==> src/rtl/adc_seq_pkg.sv <==
// adc_seq_pkg: shared types and helpers for the ADC scan sequencer
package adc_seq_pkg;

    typedef enum logic [2:0] {IDLE, SETTLE, START, WAIT, CAPTURE} state_t;

    localparam int MAX_CH = 16;

    function automatic int ch_w(input int n);
        return n > 2 ? $clog2(n) : 1;
    endfunction

    // Returns {found, index} of the lowest set mask bit at or above 'from'.
    function automatic logic [4:0] next_channel(input logic [MAX_CH-1:0] mask, input logic [4:0] from);
        next_channel = '0;
        for (int i = MAX_CH - 1; i >= 0; i--)
            if (mask[i] && 5'(i) >= from) next_channel = {1'b1, 4'(i)};
    endfunction

endpackage

==> src/rtl/adc_scan_sequencer_if.sv <==
// adc_scan_sequencer_if: result FIFO read port (valid/ready with channel tag and level)
interface adc_scan_sequencer_if #(
    parameter int CH_W     = 2,
    parameter int RESULT_W = 16,
    parameter int LVL_W    = 4
);
    logic                rd_valid;
    logic                rd_ready;
    logic [RESULT_W-1:0] rd_data;
    logic [CH_W-1:0]     rd_ch;
    logic [LVL_W-1:0]    fifo_level;

    modport master (output rd_valid, rd_data, rd_ch, fifo_level, input rd_ready);
    modport slave  (input rd_valid, rd_data, rd_ch, fifo_level, output rd_ready);
endinterface

==> src/rtl/adc_seq_fifo.sv <==
// adc_seq_fifo: synchronous FIFO with occupancy level and drop-on-full
module adc_seq_fifo #(
    parameter int W     = 18,
    parameter int DEPTH = 8,
    localparam int AW   = $clog2(DEPTH)
) (
    input  logic         clk,
    input  logic         rst,
    input  logic         push,
    input  logic [W-1:0] wdata,
    input  logic         pop,
    output logic [W-1:0] rdata,
    output logic         valid,
    output logic [AW:0]  level,
    output logic         drop
);
    logic [W-1:0]  mem [DEPTH];
    logic [AW-1:0] wp, rp;
    logic          do_push, do_pop;

    assign do_pop  = pop && level != '0;
    assign do_push = push && (level != (AW+1)'(DEPTH) || do_pop);
    assign drop    = push && !do_push;
    assign valid   = level != '0;
    assign rdata   = mem[rp];

    // Storage and pointers; a pop in the same cycle frees the slot for a push on full.
    always_ff @(posedge clk or posedge rst) begin
        if (rst) begin
            for (int i = 0; i < DEPTH; i++) mem[i] <= '0;
            wp    <= '0;
            rp    <= '0;
            level <= '0;
        end else begin
            if (do_push) mem[wp] <= wdata;
            wp    <= do_push ? wp + AW'(1) : wp;
            rp    <= do_pop ? rp + AW'(1) : rp;
            level <= level + (AW+1)'(do_push) - (AW+1)'(do_pop);
        end
    end
endmodule

==> src/rtl/adc_scan_sequencer.sv <==
// adc_scan_sequencer: channel-mask scan, ADC start/capture, tagged result FIFO (optional watchdog: ADC_SEQ_TIMEOUT_EN)
module adc_scan_sequencer
    import adc_seq_pkg::*;
#(
    parameter int N_CH        = 4,
    parameter int RESULT_W    = 16,
    parameter int FIFO_DEPTH  = 8,
    parameter int SETTLE_CYC  = 4,
    parameter int START_CYC   = 2,
    parameter int TIMEOUT_CYC = 4096
) (
    input  logic                  clk,
    input  logic                  rst,
    input  logic                  enable,
    input  logic                  continuous,
    input  logic [N_CH-1:0]       ch_mask,
    output logic [ch_w(N_CH)-1:0] ch_sel_out,
    output logic                  start_conversion_out,
    input  logic                  conversion_finished_in,
    input  logic [RESULT_W-1:0]   result_in,
    adc_scan_sequencer_if.master  rd,
    output logic                  overflow,
    output logic                  busy
`ifdef ADC_SEQ_TIMEOUT_EN
    ,
    output logic                  timeout_flag
`endif
);
    localparam int CH_W    = ch_w(N_CH);
    localparam int AW      = $clog2(FIFO_DEPTH);
    localparam int CNT_MAX = TIMEOUT_CYC > START_CYC ? TIMEOUT_CYC : START_CYC;
    localparam int CNT_W   = $clog2((CNT_MAX > 255 ? CNT_MAX : 255) + 1);

    state_t                   state, state_n;
    logic [CH_W-1:0]          ch, ch_n;
    logic [N_CH-1:0]          scan_mask, scan_mask_n;
    logic [CNT_W-1:0]         cnt, cnt_n;
    logic [2:0]               fin_sync;
    logic                     fin_rise, start_q, enable_q, en_rise, push, drop, fifo_valid, tmo_hit;
    logic [RESULT_W-1:0]      result_q;
    logic [CH_W+RESULT_W-1:0] wdata, fifo_q;
    logic [AW:0]              fifo_level;
    logic [4:0]               nx, wr;

    assign fin_rise             = fin_sync[1] & ~fin_sync[2];
    assign en_rise              = enable & ~enable_q;
    assign nx                   = next_channel(MAX_CH'(scan_mask), 5'(ch) + 5'd1);
    assign wr                   = next_channel(MAX_CH'(ch_mask), 5'd0);
    assign ch_sel_out           = ch;
    assign start_conversion_out = start_q;
    assign busy                 = state != IDLE;

`ifdef ADC_SEQ_TIMEOUT_EN
    logic tmo_q;
    assign tmo_hit      = state == WAIT && !fin_rise && cnt == CNT_W'(TIMEOUT_CYC - 1);
    assign wdata        = {ch, tmo_q ? {RESULT_W{1'b1}} : result_q};
    // Remember that the pending capture came from the watchdog and flag it stickily.
    always_ff @(posedge clk or posedge rst) begin
        if (rst) begin
            tmo_q        <= 1'b0;
            timeout_flag <= 1'b0;
        end else begin
            tmo_q        <= tmo_hit;
            timeout_flag <= en_rise ? 1'b0 : timeout_flag | tmo_hit;
        end
    end
`else
    assign tmo_hit = 1'b0;
    assign wdata   = {ch, result_q};
`endif

    // Next-state logic: scan the latched mask upward, wrapping only in continuous mode.
    always_comb begin
        state_n     = state;
        ch_n        = ch;
        scan_mask_n = scan_mask;
        cnt_n       = cnt + CNT_W'(1);
        push        = 1'b0;
        case (state)
            IDLE: if (enable && wr[4]) begin
                state_n     = SETTLE;
                scan_mask_n = ch_mask;
                ch_n        = CH_W'(wr[3:0]);
                cnt_n       = '0;
            end
            SETTLE: if (cnt == CNT_W'(SETTLE_CYC - 1)) begin
                state_n = START;
                cnt_n   = '0;
            end
            START: if (cnt == CNT_W'(START_CYC - 1)) begin
                state_n = WAIT;
                cnt_n   = '0;
            end
            WAIT: if (fin_rise || tmo_hit) state_n = CAPTURE;
            CAPTURE: begin
                push  = 1'b1;
                cnt_n = '0;
                if (!enable) state_n = IDLE;
                else if (nx[4]) begin
                    state_n = SETTLE;
                    ch_n    = CH_W'(nx[3:0]);
                end else if (continuous && wr[4]) begin
                    state_n     = SETTLE;
                    scan_mask_n = ch_mask;
                    ch_n        = CH_W'(wr[3:0]);
                end else state_n = IDLE;
            end
            default: state_n = IDLE;
        endcase
    end

    // FSM registers, registered start strobe and sticky overflow.
    always_ff @(posedge clk or posedge rst) begin
        if (rst) begin
            state     <= IDLE;
            ch        <= '0;
            scan_mask <= '0;
            cnt       <= '0;
            start_q   <= 1'b0;
            enable_q  <= 1'b0;
            overflow  <= 1'b0;
        end else begin
            state     <= state_n;
            ch        <= ch_n;
            scan_mask <= scan_mask_n;
            cnt       <= cnt_n;
            start_q   <= state == START;
            enable_q  <= enable;
            overflow  <= en_rise ? 1'b0 : overflow | drop;
        end
    end

    // Two-flop synchroniser plus edge flop; edge flop starts high so no edge fires out of reset.
    always_ff @(posedge clk or posedge rst) begin
        if (rst) begin
            fin_sync <= 3'b100;
            result_q <= '0;
        end else begin
            fin_sync <= {fin_sync[1:0], conversion_finished_in};
            result_q <= fin_rise ? result_in : result_q;
        end
    end

    adc_seq_fifo #(.W(CH_W + RESULT_W), .DEPTH(FIFO_DEPTH)) u_fifo (
        .clk   (clk),
        .rst   (rst),
        .push  (push),
        .wdata (wdata),
        .pop   (rd.rd_ready),
        .rdata (fifo_q),
        .valid (fifo_valid),
        .level (fifo_level),
        .drop  (drop)
    );

    assign rd.rd_valid          = fifo_valid;
    assign rd.fifo_level        = fifo_level;
    assign {rd.rd_ch, rd.rd_data} = fifo_q;
endmodule

==> src/flat_wrapper.sv <==
// flat-port wrapper written by rule: the top's interface ports become plain ports
module adc_scan_sequencer_flat import adc_seq_pkg::*;
#(
    parameter int N_CH        = 4,
    parameter int RESULT_W    = 16,
    parameter int FIFO_DEPTH  = 8,
    parameter int SETTLE_CYC  = 4,
    parameter int START_CYC   = 2,
    parameter int TIMEOUT_CYC = 4096
)
  (clk, rst, enable, continuous, ch_mask, ch_sel_out, start_conversion_out, conversion_finished_in, result_in, overflow, busy, rd_rd_valid, rd_rd_data, rd_rd_ch, rd_fifo_level, rd_rd_ready);
  adc_scan_sequencer_if #(.CH_W(2), .RESULT_W(RESULT_W), .LVL_W(4)) rd_i ();
  input  logic clk;
  input  logic rst;
  input  logic enable;
  input  logic continuous;
  input  logic [N_CH-1:0] ch_mask;
  output logic [ch_w(N_CH)-1:0] ch_sel_out;
  output logic start_conversion_out;
  input  logic conversion_finished_in;
  input  logic [RESULT_W-1:0] result_in;
  output logic overflow;
  output logic busy;
  output wire logic [$bits(rd_i.rd_valid)-1:0] rd_rd_valid;
  output wire logic [$bits(rd_i.rd_data)-1:0] rd_rd_data;
  output wire logic [$bits(rd_i.rd_ch)-1:0] rd_rd_ch;
  output wire logic [$bits(rd_i.fifo_level)-1:0] rd_fifo_level;
  input wire logic [$bits(rd_i.rd_ready)-1:0] rd_rd_ready;
  assign rd_rd_valid = rd_i.rd_valid;
  assign rd_rd_data = rd_i.rd_data;
  assign rd_rd_ch = rd_i.rd_ch;
  assign rd_fifo_level = rd_i.fifo_level;
  assign rd_i.rd_ready = rd_rd_ready;
  adc_scan_sequencer #(.N_CH(N_CH), .RESULT_W(RESULT_W), .FIFO_DEPTH(FIFO_DEPTH), .SETTLE_CYC(SETTLE_CYC), .START_CYC(START_CYC), .TIMEOUT_CYC(TIMEOUT_CYC)) u_core (.clk(clk), .rst(rst), .enable(enable), .continuous(continuous), .ch_mask(ch_mask), .ch_sel_out(ch_sel_out), .start_conversion_out(start_conversion_out), .conversion_finished_in(conversion_finished_in), .result_in(result_in), .rd(rd_i), .overflow(overflow), .busy(busy));
endmodule
==> config.mk <==
export PLATFORM = sky130hd
export DESIGN_NAME = adc_scan_sequencer_flat
export DESIGN_NICKNAME = d
export VERILOG_FILES = /design/src/rtl/adc_seq_pkg.sv /design/src/rtl/adc_scan_sequencer_if.sv /design/src/rtl/adc_seq_fifo.sv /design/src/rtl/adc_scan_sequencer.sv /design/src/flat_wrapper.sv
export SDC_FILE = /design/constraint.sdc
export NUM_CORES = 1
export LEC_CHECK = 0
export CELL_PAD_IN_SITES_DETAIL_PLACEMENT = 1
export CELL_PAD_IN_SITES_GLOBAL_PLACEMENT = 2
export CORE_UTILIZATION = 43
export DETAILED_ROUTE_END_ITERATION = 16
export GPL_TIMING_DRIVEN = 0
export PLACE_DENSITY_LB_ADDON = 0.1
export SYNTH_ARGS = -nofsm -noshare
export SYNTH_HDL_FRONTEND = slang
export SYNTH_SLANG_ARGS = --single-unit
export TNS_END_PERCENT = 30
==> constraint.sdc <==
create_clock -name clk -period 7.33 [get_ports clk]
set_clock_uncertainty 0.15 [all_clocks]
set_input_delay 0.733 -clock clk [delete_from_list [all_inputs] [get_ports clk]]
set_output_delay 0.733 -clock clk [all_outputs]
set_load 0.02 [all_outputs]
==> impl.org, run 1 <==
** Synth
- In the synthesized netlist the async set-or-reset flop fraction comes to 1.00.
- The share of the Yosys chip area taken by registers is 0.553.
- Of the post-synthesis cell area, the dominant cell type holds 0.550.
- For this run, the number of Yosys warnings is 0.
- Most common flop cell mapped by yosys :: sky130_fd_sc_hd__dfrtp_1
- After technology mapping, the gate count stands at a little under 600.
- By count the netlist is led by sky130_fd_sc_hd__dfrtp_1, sky130_fd_sc_hd__mux2_2, sky130_fd_sc_hd__mux4_2, sky130_fd_sc_hd__nor2_1, sky130_fd_sc_hd__nand2_1.
- Averaged over all synthesized cells, the footprint is 15.1 um^2.
- Count of distinct cell types in the synthesized netlist :: 50
- Most area-hungry cell type in the Yosys netlist :: sky130_fd_sc_hd__dfrtp_1
- The most common cell in the synthesized netlist is sky130_fd_sc_hd__dfrtp_1.
- The number of nets handed over by synthesis was 628.
- Flip-flop and latch count after synthesis :: 197
- Cell Area, Synth :: between 0.008 and 0.009 mm^2
- Yosys attributes the largest share of cell area to sky130_fd_sc_hd__dfrtp_1, sky130_fd_sc_hd__mux2_2, sky130_fd_sc_hd__mux4_2.
- Number of enable flip-flop cells after synthesis :: 0

** Route
- Routed wire per std cell :: about 21 um
- Post-route antenna net violation count :: 0
- The first detailed-routing pass ran for 4 iterations.
- Dividing the detail-routed via count by the number of cells gives roughly 5.4.
- Drt initial violations :: 175
- In the routed design, unresolved DRC markers number 0.
- The final layout contains routed wiring with a total length of around 20 mm.
- Via count :: around 5100

** CTS
- Number of hold buffers added after cts :: 0
- TritonCTS buffer count :: 17
- After clock tree synthesis, the repair step resized 0 gates.
- Clock latency reported for the late side of the worst-skew pair :: 0.42 ns
- Clock sink count :: 197
- In this run the number of H-tree levels came out at 4.
- In this run the post-CTS setup repair buffer count came out at 0.
- TritonCTS built the clock tree.
- CTS clk-pin slew, worst paths :: approximately 0.070 ns
- The root buffer cell chosen for the clock tree is sky130_fd_sc_hd__clkbuf_16.
- Counting along the longest clock path gives a buffer depth of 2.

** STA
- Setup violations remaining at the end of the flow were counted as 0.
- The final hold violation count came to 0.
- Across all setup checks in the final design, the least slack found is around 3 ns.
- Of the available clock period, the critical path in the final layout requires 0.586.
- At the pin with the least slew margin, the transition time is ~0.98 ns.
- Derived from the worst setup path, the maximum achievable clock frequency is roughly 230 MHz.
- The worst path in the final design needs a cycle of about 4.3 ns, including I/O delays and setup.
- RSZ-0062 raised after global routing :: false
- Slew Limit Fails :: 0
- Headroom to the max-slew limit came out at 0.347.

** Worst setup path
- Timing startpoint of the critical path :: u_core.u_fifo.rp[0]
- Category of the worst setup path launch point :: flip-flop
- FF-to-FF Start :: u_core.u_fifo.level[2]
- Largest fanout of any net on the critical path :: 10
- STA classifies the critical path endpoint as a primary output.
- Crit path DAT :: 3.41 ns
- Crit Path Class :: reg -> out
- Data on the critical path is required at its endpoint by between 6 and 7 ns.

** Hold path
- The tightest min-delay check is of the reg -> reg type.
- Hold Path Origin :: u_core.fin_sync[0]

** GRT
- The via count of the first global-routing pass is roughly 5800.
- After global routing the overflow that remains totals 0.
- First-pass GRT wire length :: ~33 mm
- Entering global routing, the biggest net connects around 140 pins.
- For this run, the total global-route usage over all layers was measured as 0.204.
- Initial antenna violation count :: 0

** Final layout
- Count of filler cells inserted in the layout :: ~2000
- In the final layout, the share of cells above drive strength 1 is 0.400.
- Relative to the synthesized area, the layout overhead comes to 17.1%.
- For this run, the post-layout net count is approximately 700.
- At the end of the flow the core is filled with cells to 0.515.
- The number of antenna diodes in the final layout is 0.
- Sequential cell area in the final layout :: ~0.005 mm^2
- The multi-input combinational cells in the finished layout cover a total of 0.00379 mm^2.

** Floorplanning
- The total area inside the core boundary comes to between 0.02 and 0.025 mm^2.
- Chip Width :: ~150 um
- During I/O placement, the number of pins put on the boundary was 54.
- Std cell rows :: between 50 and 60
- Height of the chip :: about 150 um
- The initial utilization of the core area, before any placement, comes to 0.439.
- The floorplan step defined a die boundary enclosing ~0.021 mm^2.

** Placed design
- Buffers placed on the I/O ports in this run total 53.
- Final HPWL DP :: about 13 mm
- RD Place Congestion :: ~0.75
- Before CTS, the worst setup slack after placement is around 3.4 ns.

** Outcome
- Outcome :: complete, no violations

** Flow run
- Count of maximum capacitance violations :: 0

** Pwr
- For this design the ratio of total power to cell area is 308 mW/mm^2.
- LEAKAGE :: roughly 4.9 nW
- Total power for the finished layout comes to about 3.2 mW.
- Maximum vdd ir drop :: between 0.00015 and 0.0002 V
where the power goes:
part | switching (mW) | internal, mW | leakage (nW)
logic | 0.470 | 0.413 | 1.94
clock network | 0.421 | 0.562 | 0.305
registers | 0.115 | 1.23 | 2.66
total | 1.01 | 2.21 | 4.90
critical path: stages (launching register included):
cell	delay, ns
sky130_fd_sc_hd__dfrtp_1	0.35
sky130_fd_sc_hd__clkbuf_1	0.69
sky130_fd_sc_hd__buf_2	0.53
sky130_fd_sc_hd__mux4_2	0.57
sky130_fd_sc_hd__mux2_2	0.31
sky130_fd_sc_hd__clkdlybuf4s50_1	0.54
logic make-up after synthesis:
| kind of cell | after synthesis | synth area share |
|---|---|---|
| buffers and inverters | 45 | 0.0224 |
| muxes | 219 | 0.322 |
| DFF | 197 | 0.553 |
| adders and majority gates | 11 | 0.0163 |
| xor gates and xnor gates | 17 | 0.0167 |
| and+or+nand+nor | 76 | 0.0499 |
| AOI/OAI and AO/OA | 26 | 0.0202 |
through the flow:
step / hold slack, ns / area (um^2) / TNS [ns] / cells
floorplan: 0.181 / 8920 / 0 / 591
global placement: 0.190 / 9790 / -257.23 / 914
detailed placement: 0.189 / 9820 / 0 / 915
CTS: 0.206 / 10400 / 0 / 947
global route: 0.224 / 10400 / 0 / 947
finish: 0.203 / 10400 / 0 / 947
placed cells by master (no fill, tap or decap), types with 2 or more instances in the layout:
| cell type | n |
|---|---|
| sky130_fd_sc_hd__nand3_1 | 8 |
| sky130_fd_sc_hd__xnor2_1 | 5 |
| sky130_fd_sc_hd__xor2_1 | 12 |
| sky130_fd_sc_hd__nor2b_1 | 2 |
| sky130_fd_sc_hd__dfrtp_1 | 196 |
| sky130_fd_sc_hd__ha_1 | 10 |
| sky130_fd_sc_hd__clkinv_2 | 2 |
| sky130_fd_sc_hd__buf_2 | 5 |
| sky130_fd_sc_hd__a31oi_1 | 5 |
| sky130_fd_sc_hd__clkbuf_1 | 15 |
| sky130_fd_sc_hd__buf_1 | 5 |
| sky130_fd_sc_hd__nor2_1 | 25 |
| sky130_fd_sc_hd__nor4_1 | 3 |
| sky130_fd_sc_hd__clkdlybuf4s50_1 | 53 |
| sky130_fd_sc_hd__mux2_2 | 181 |
| sky130_fd_sc_hd__nand2_1 | 16 |
| sky130_fd_sc_hd__nor3b_1 | 2 |
| sky130_fd_sc_hd__inv_1 | 13 |
| sky130_fd_sc_hd__a21oi_1 | 6 |
| sky130_fd_sc_hd__o21ai_0 | 6 |
| sky130_fd_sc_hd__clkinv_4 | 2 |
| sky130_fd_sc_hd__buf_4 | 4 |
| sky130_fd_sc_hd__bufinv_16 | 3 |
| sky130_fd_sc_hd__mux4_2 | 36 |
| sky130_fd_sc_hd__inv_6 | 5 |
| sky130_fd_sc_hd__clkbuf_8 | 2 |
| sky130_fd_sc_hd__clkbuf_16 | 17 |
| sky130_fd_sc_hd__and3_1 | 6 |
path summary, 6_finish.rpt:
path | slack (ns) | cells after the start | to
min in group asynchronous | 0.59 | 2 | u_core.u_fifo.level[1]
setup / recovery | 3.04 | 5 | rd_rd_ch[1]
hold / removal | 0.20 | 0 | u_core.fin_sync[1]
setup reg to reg | 4.21 | 8 | u_core.u_fifo.mem[78]
hold reg to reg | 0.20 | 0 | u_core.fin_sync[1]
max in group asynchronous | 5.38 | 3 | u_core.u_fifo.mem[128]
per-layer routing:
| layer | share of wire | vias up | GRT usage |
|---|---|---|---|
| met2 | 0.53 | 51 | 0.355 |
| met1 | 0.44 | 2729 | 0.268 |
| li1 | - | 2306 | - |
| met5 | 0 | - | 0 |
| met3 | 0.022 | 13 | 0.0353 |
| met4 | 0.0096 | 0 | 0.0464 |
state kept, by name, indices dropped and copies added, names as in the netlist:
name and cells:
u_core.u_fifo.mem 144, u_core.result_q 16, u_core.cnt 13, u_core.u_fifo.level 4, u_core.fin_sync 3, u_core.scan_mask 3, u_core.state 3, u_core.u_fifo.rp 3
u_core.u_fifo.wp 3, u_core.ch_sel_out 2, u_core.enable_q 1, u_core.overflow 1, u_core.start_conversion_out 1
layout make-up:
class	instances	area share
Inverter	15	0.00635
Sequential cell	197	0.472
Buffer	30	0.0135
Multi-Input combinational cell	349	0.363
Tap cell	270	0.0323
Timing Repair Buffer	54	0.0534
Clock inverter	13	0.0162
Clock buffer	19	0.0434
Power figures use the tool's default switching activity.
==> inputs of run 2 (changes only) <==
--- a/config.mk
+++ b/config.mk
@@ -7,7 +7,7 @@
 export LEC_CHECK = 0
 export CELL_PAD_IN_SITES_DETAIL_PLACEMENT = 1
 export CELL_PAD_IN_SITES_GLOBAL_PLACEMENT = 2
-export CORE_UTILIZATION = 43
+export CORE_UTILIZATION = 39
 export DETAILED_ROUTE_END_ITERATION = 16
 export GPL_TIMING_DRIVEN = 0
 export PLACE_DENSITY_LB_ADDON = 0.1
==> constraint.sdc (replaced) <==
create_clock -name clk -period 3.7 [get_ports clk]
set_clock_uncertainty 0.15 [all_clocks]
set_input_delay 0.37 -clock clk [delete_from_list [all_inputs] [get_ports clk]]
set_output_delay 0.37 -clock clk [all_outputs]
set_load 0.02 [all_outputs]
==> run 2 against run 1 <==
Net effect: register-to-register slack got worse by 3.6 ns; core utilization fell by 4.1 points; critical path depth did not move; highest routed layer unchanged; combinational power rose by 100%; global-route usage fell by 1.4 points; critical endpoint unchanged; worst hold slack improved by 0.00081 ns; power rose by 94%; non-clock buffer count rose by 2; largest power group unchanged; first-iteration DRC count rose by 17%; setup slack got worse by 2.9 ns.
==> impl.org, run 2 (same netlist as run 1, synthesis figures left out) <==
** Final layout
- Count of antenna diodes in the layout :: 0 (unchanged)
- Register with the highest flop count :: u_core.u_fifo.mem
- Fraction of final layout cells sized beyond drive strength 1 :: 0.407 (+0.00678)
- The library cell used most frequently in the layout, excluding fill and tap cells, is sky130_fd_sc_hd__dfrtp_1.
- Final std cell area, no fill :: 0.0105 mm^2 (+0.12%)
- Nets :: 703 (+0.29%)
- Synth-to-Final Area Change :: 17.2%
- The non-filler instance count after layout was 958 (+1.2%).
- The sequential standard cell area was 0.00493 mm^2 (unchanged).
- The largest registers in the layout are u_core.u_fifo.mem: 144 flops, u_core.result_q: 16 flops, u_core.cnt: 13 flops.
- The top cell types in the final layout, fill and taps aside, are sky130_fd_sc_hd__dfrtp_1, sky130_fd_sc_hd__mux2_2, sky130_fd_sc_hd__clkdlybuf4s50_1.
- Number of flip-flops under the largest register name :: 144 (unchanged)
- Area taken by multi-input logic gates :: 0.00379 mm^2 (unchanged)
- The final-layout fill cell count came to 2150 (+6.8%).

** GRT
- The via count of the first global-routing pass came to 5843 (+0.88%).
- Largest net degree at the start of global routing :: 45 (-67%)
- Initial antenna violation count :: 0 (unchanged)
- The global-route wire length before repair came to 33.9 mm (+2.5%).
- The total congestion overflow is 0 (unchanged).
- The all-layer global routing usage is 0.190 (-0.0137).

** Pwr
- Maximum vdd ir drop :: 0.000258 V (+65%)
- The combinational fraction of design power is 0.283 (+0.008).
- The internal power contribution came to 4.23 mW (+91%).
- The net switching power of the design came to 2.01 mW (+100%).
- The switching share of power was 0.322 (+0.00947).
- LEAKAGE :: 4.90 nW (about the same)
- The clock share of power was 0.283 (-0.023).
- The total power is 6.24 mW (+94%).
- Seq pwr share :: 0.434 (+0.014)
- Areal power density over the cells :: 596 mW/mm^2 (+94%)

** Route
- Average via count per standard cell :: 5.39 (+0.15%)
- The post-detailed-routing wire length was 20.2 mm (+1.8%).
- Drt initial violations :: 205 (+17%)
- Via count :: 5166 (+1.3%)
- The remaining number of nets flagged by the antenna check after routing came to 0 (unchanged).
- Routed wire per std cell :: 21.0 um (+0.60%)
- Remaining routing DRC violations :: 0 (unchanged)
- The number of optimization iterations in the first detailed-route pass is 6 (+2).

** Worst setup path
- Sum of buffers and inverters on the critical path :: 3 (unchanged)
- Among all stages on the critical path, the largest delay is contributed by sky130_fd_sc_hd__mux4_2.
- On the critical path the largest part of the delay comes from buffers and inverters.
- Endpoint required time on the critical path :: 3.18 ns (-3.27 ns)
- Nature of the critical path endpoint :: primary output
- Crit Path Class :: reg -> out
- Crit path DAT :: 3.00 ns (-0.41 ns)
- Largest fanout of any net on the critical path :: 10 (unchanged)
- The critical path goes through clkbuf_2 > clkbuf_4 > mux4_2 > mux2_2 > clkdlybuf4s50_1.
- The longest individual stage delay on the worst path came to 0.55 ns (-0.14 ns).
- Category of the worst setup path launch point :: flip-flop

** Placed design
- The number of I/O port buffers is 53 (unchanged).
- Post-placement cell area :: 0.00989 mm^2 (+0.62%)
- The estimated wirelength of the detail-placed design was 13.2 mm (+4.1%).
- The weighted congestion at the end of routability-driven global placement was 0.741 (-1.8%).
- Cell count after placement :: 928 (+1.4%)

** CTS
- The buffer levels on the longest clock path came to 2 (unchanged).
- The level count of the clock H-tree came to 4 (unchanged).
- Clock latency reported for the late side of the worst-skew pair :: 0.43 ns (about the same)
- # Post-CTS Setup Buffers :: 0 (unchanged)
- CTS clk-pin slew, worst paths :: 0.07 ns (about the same)
- Clock root buffer :: sky130_fd_sc_hd__clkbuf_16
- Number of hold buffers added after cts :: 0 (unchanged)
- TritonCTS buffer count :: 17 (unchanged)
- The clock sink count came to 197 (unchanged).
- TritonCTS clock tree :: built

** Floorplanning
- Floorplan core area :: 0.0221 mm^2 (+8.8%)
- The count of boundary I/O pins came to 54 (unchanged).
- Die area :: 0.0235 mm^2 (+10%)
- The initial core utilization is 0.404 (-0.0357).
- Chip Width :: 153 um (+4.9%)
- Height of the chip :: 153 um (+4.9%)
- Std cell rows :: 54 (+3.8%)

** STA
- Subtracting the final worst setup slack from the clock period gives roughly 3.5 ns.
- RSZ-0062 raised after global routing :: false
- The final hold violation count is 0 (unchanged).
- Slew Limit Headroom :: 0.370 (+0.0232)
- Fmax :: between 200 and 300 MHz
- Part of the cycle the worst path needs :: 0.952
- The final setup violation count was 0 (unchanged).
- Slew at the pin closest to its max-slew limit :: 0.941 ns (-0.0346 ns)
- The max-slew violation count was 0 (unchanged).

** Flow run
- Count of maximum capacitance violations :: 0 (unchanged)

** Outcome
- Outcome :: complete, no violations

** Hold path
- Worst hold path type :: reg -> reg
run 2: worst paths after layout:
kind                                         from                     to  slack (ns)  depth (start not counted)
max                           u_core.u_fifo.rp[0]            rd_rd_ch[1]        0.18                          5
min                            u_core.fin_sync[0]     u_core.fin_sync[1]        0.20                          0
max reg2reg                u_core.u_fifo.level[2]  u_core.u_fifo.mem[78]        0.61                          8
min reg2reg                    u_core.fin_sync[0]     u_core.fin_sync[1]        0.20                          0
max in group asynchronous                     rst  u_core.u_fifo.mem[19]        2.09                          4
min in group asynchronous                     rst     u_core.fin_sync[0]        0.32                          2
run 2: layer usage:
metal / track usage / wire [um] / vias up
met2: 0.332 / 10600 / 54
met5: 0 / 0 / -
met1: 0.245 / 8900 / 2787
met3: 0.0349 / 457 / 13
met4: 0.0443 / 198 / 0
li1: - / - / 2312
run 2: final cells by class:
type	instances	area share
inverters	15	0.00598
clock buffers	19	0.0414
well taps	280	0.0335
flip-flops and latches	197	0.471
clock inverters	12	0.0112
plain buffers	29	0.0157
multi-input cells	349	0.362
repair buffers	57	0.0584
run 2: power by group through the flow:
stage / clock (mW) / sequential (mW) / combinational [mW]
after floorplan: 0 / 2.68 / 1.20
after global placement: 0 / 2.69 / 1.76
after detailed placement: 0 / 2.72 / 1.82
after CTS: 1.83 / 2.68 / 1.84
after global routing: 1.93 / 2.76 / 1.93
final: 1.76 / 2.71 / 1.77
run 2: repair_timing:
action,4_1_cts,5_1_grt
hold endpoints to repair,0,0
setup endpoints to repair,18,18
resized for setup,8,2
run 2: through the flow:
| stage | setup slack [ns] | utilization | setup TNS (ns) | hold WS, ns |
|---|---|---|---|---|
| floorplan | 0.634 | - | 0 | 0.181 |
| global placement | -0.893 | 0.444 | -170.99 | 0.193 |
| detailed placement | 0.0247 | 0.447 | 0 | 0.190 |
| CTS | -0.00671 | 0.473 | -0.00671 | 0.207 |
| global route | 0.00840 | 0.473 | 0 | 0.211 |
| finish | 0.179 | 0.473 | 0 | 0.203 |
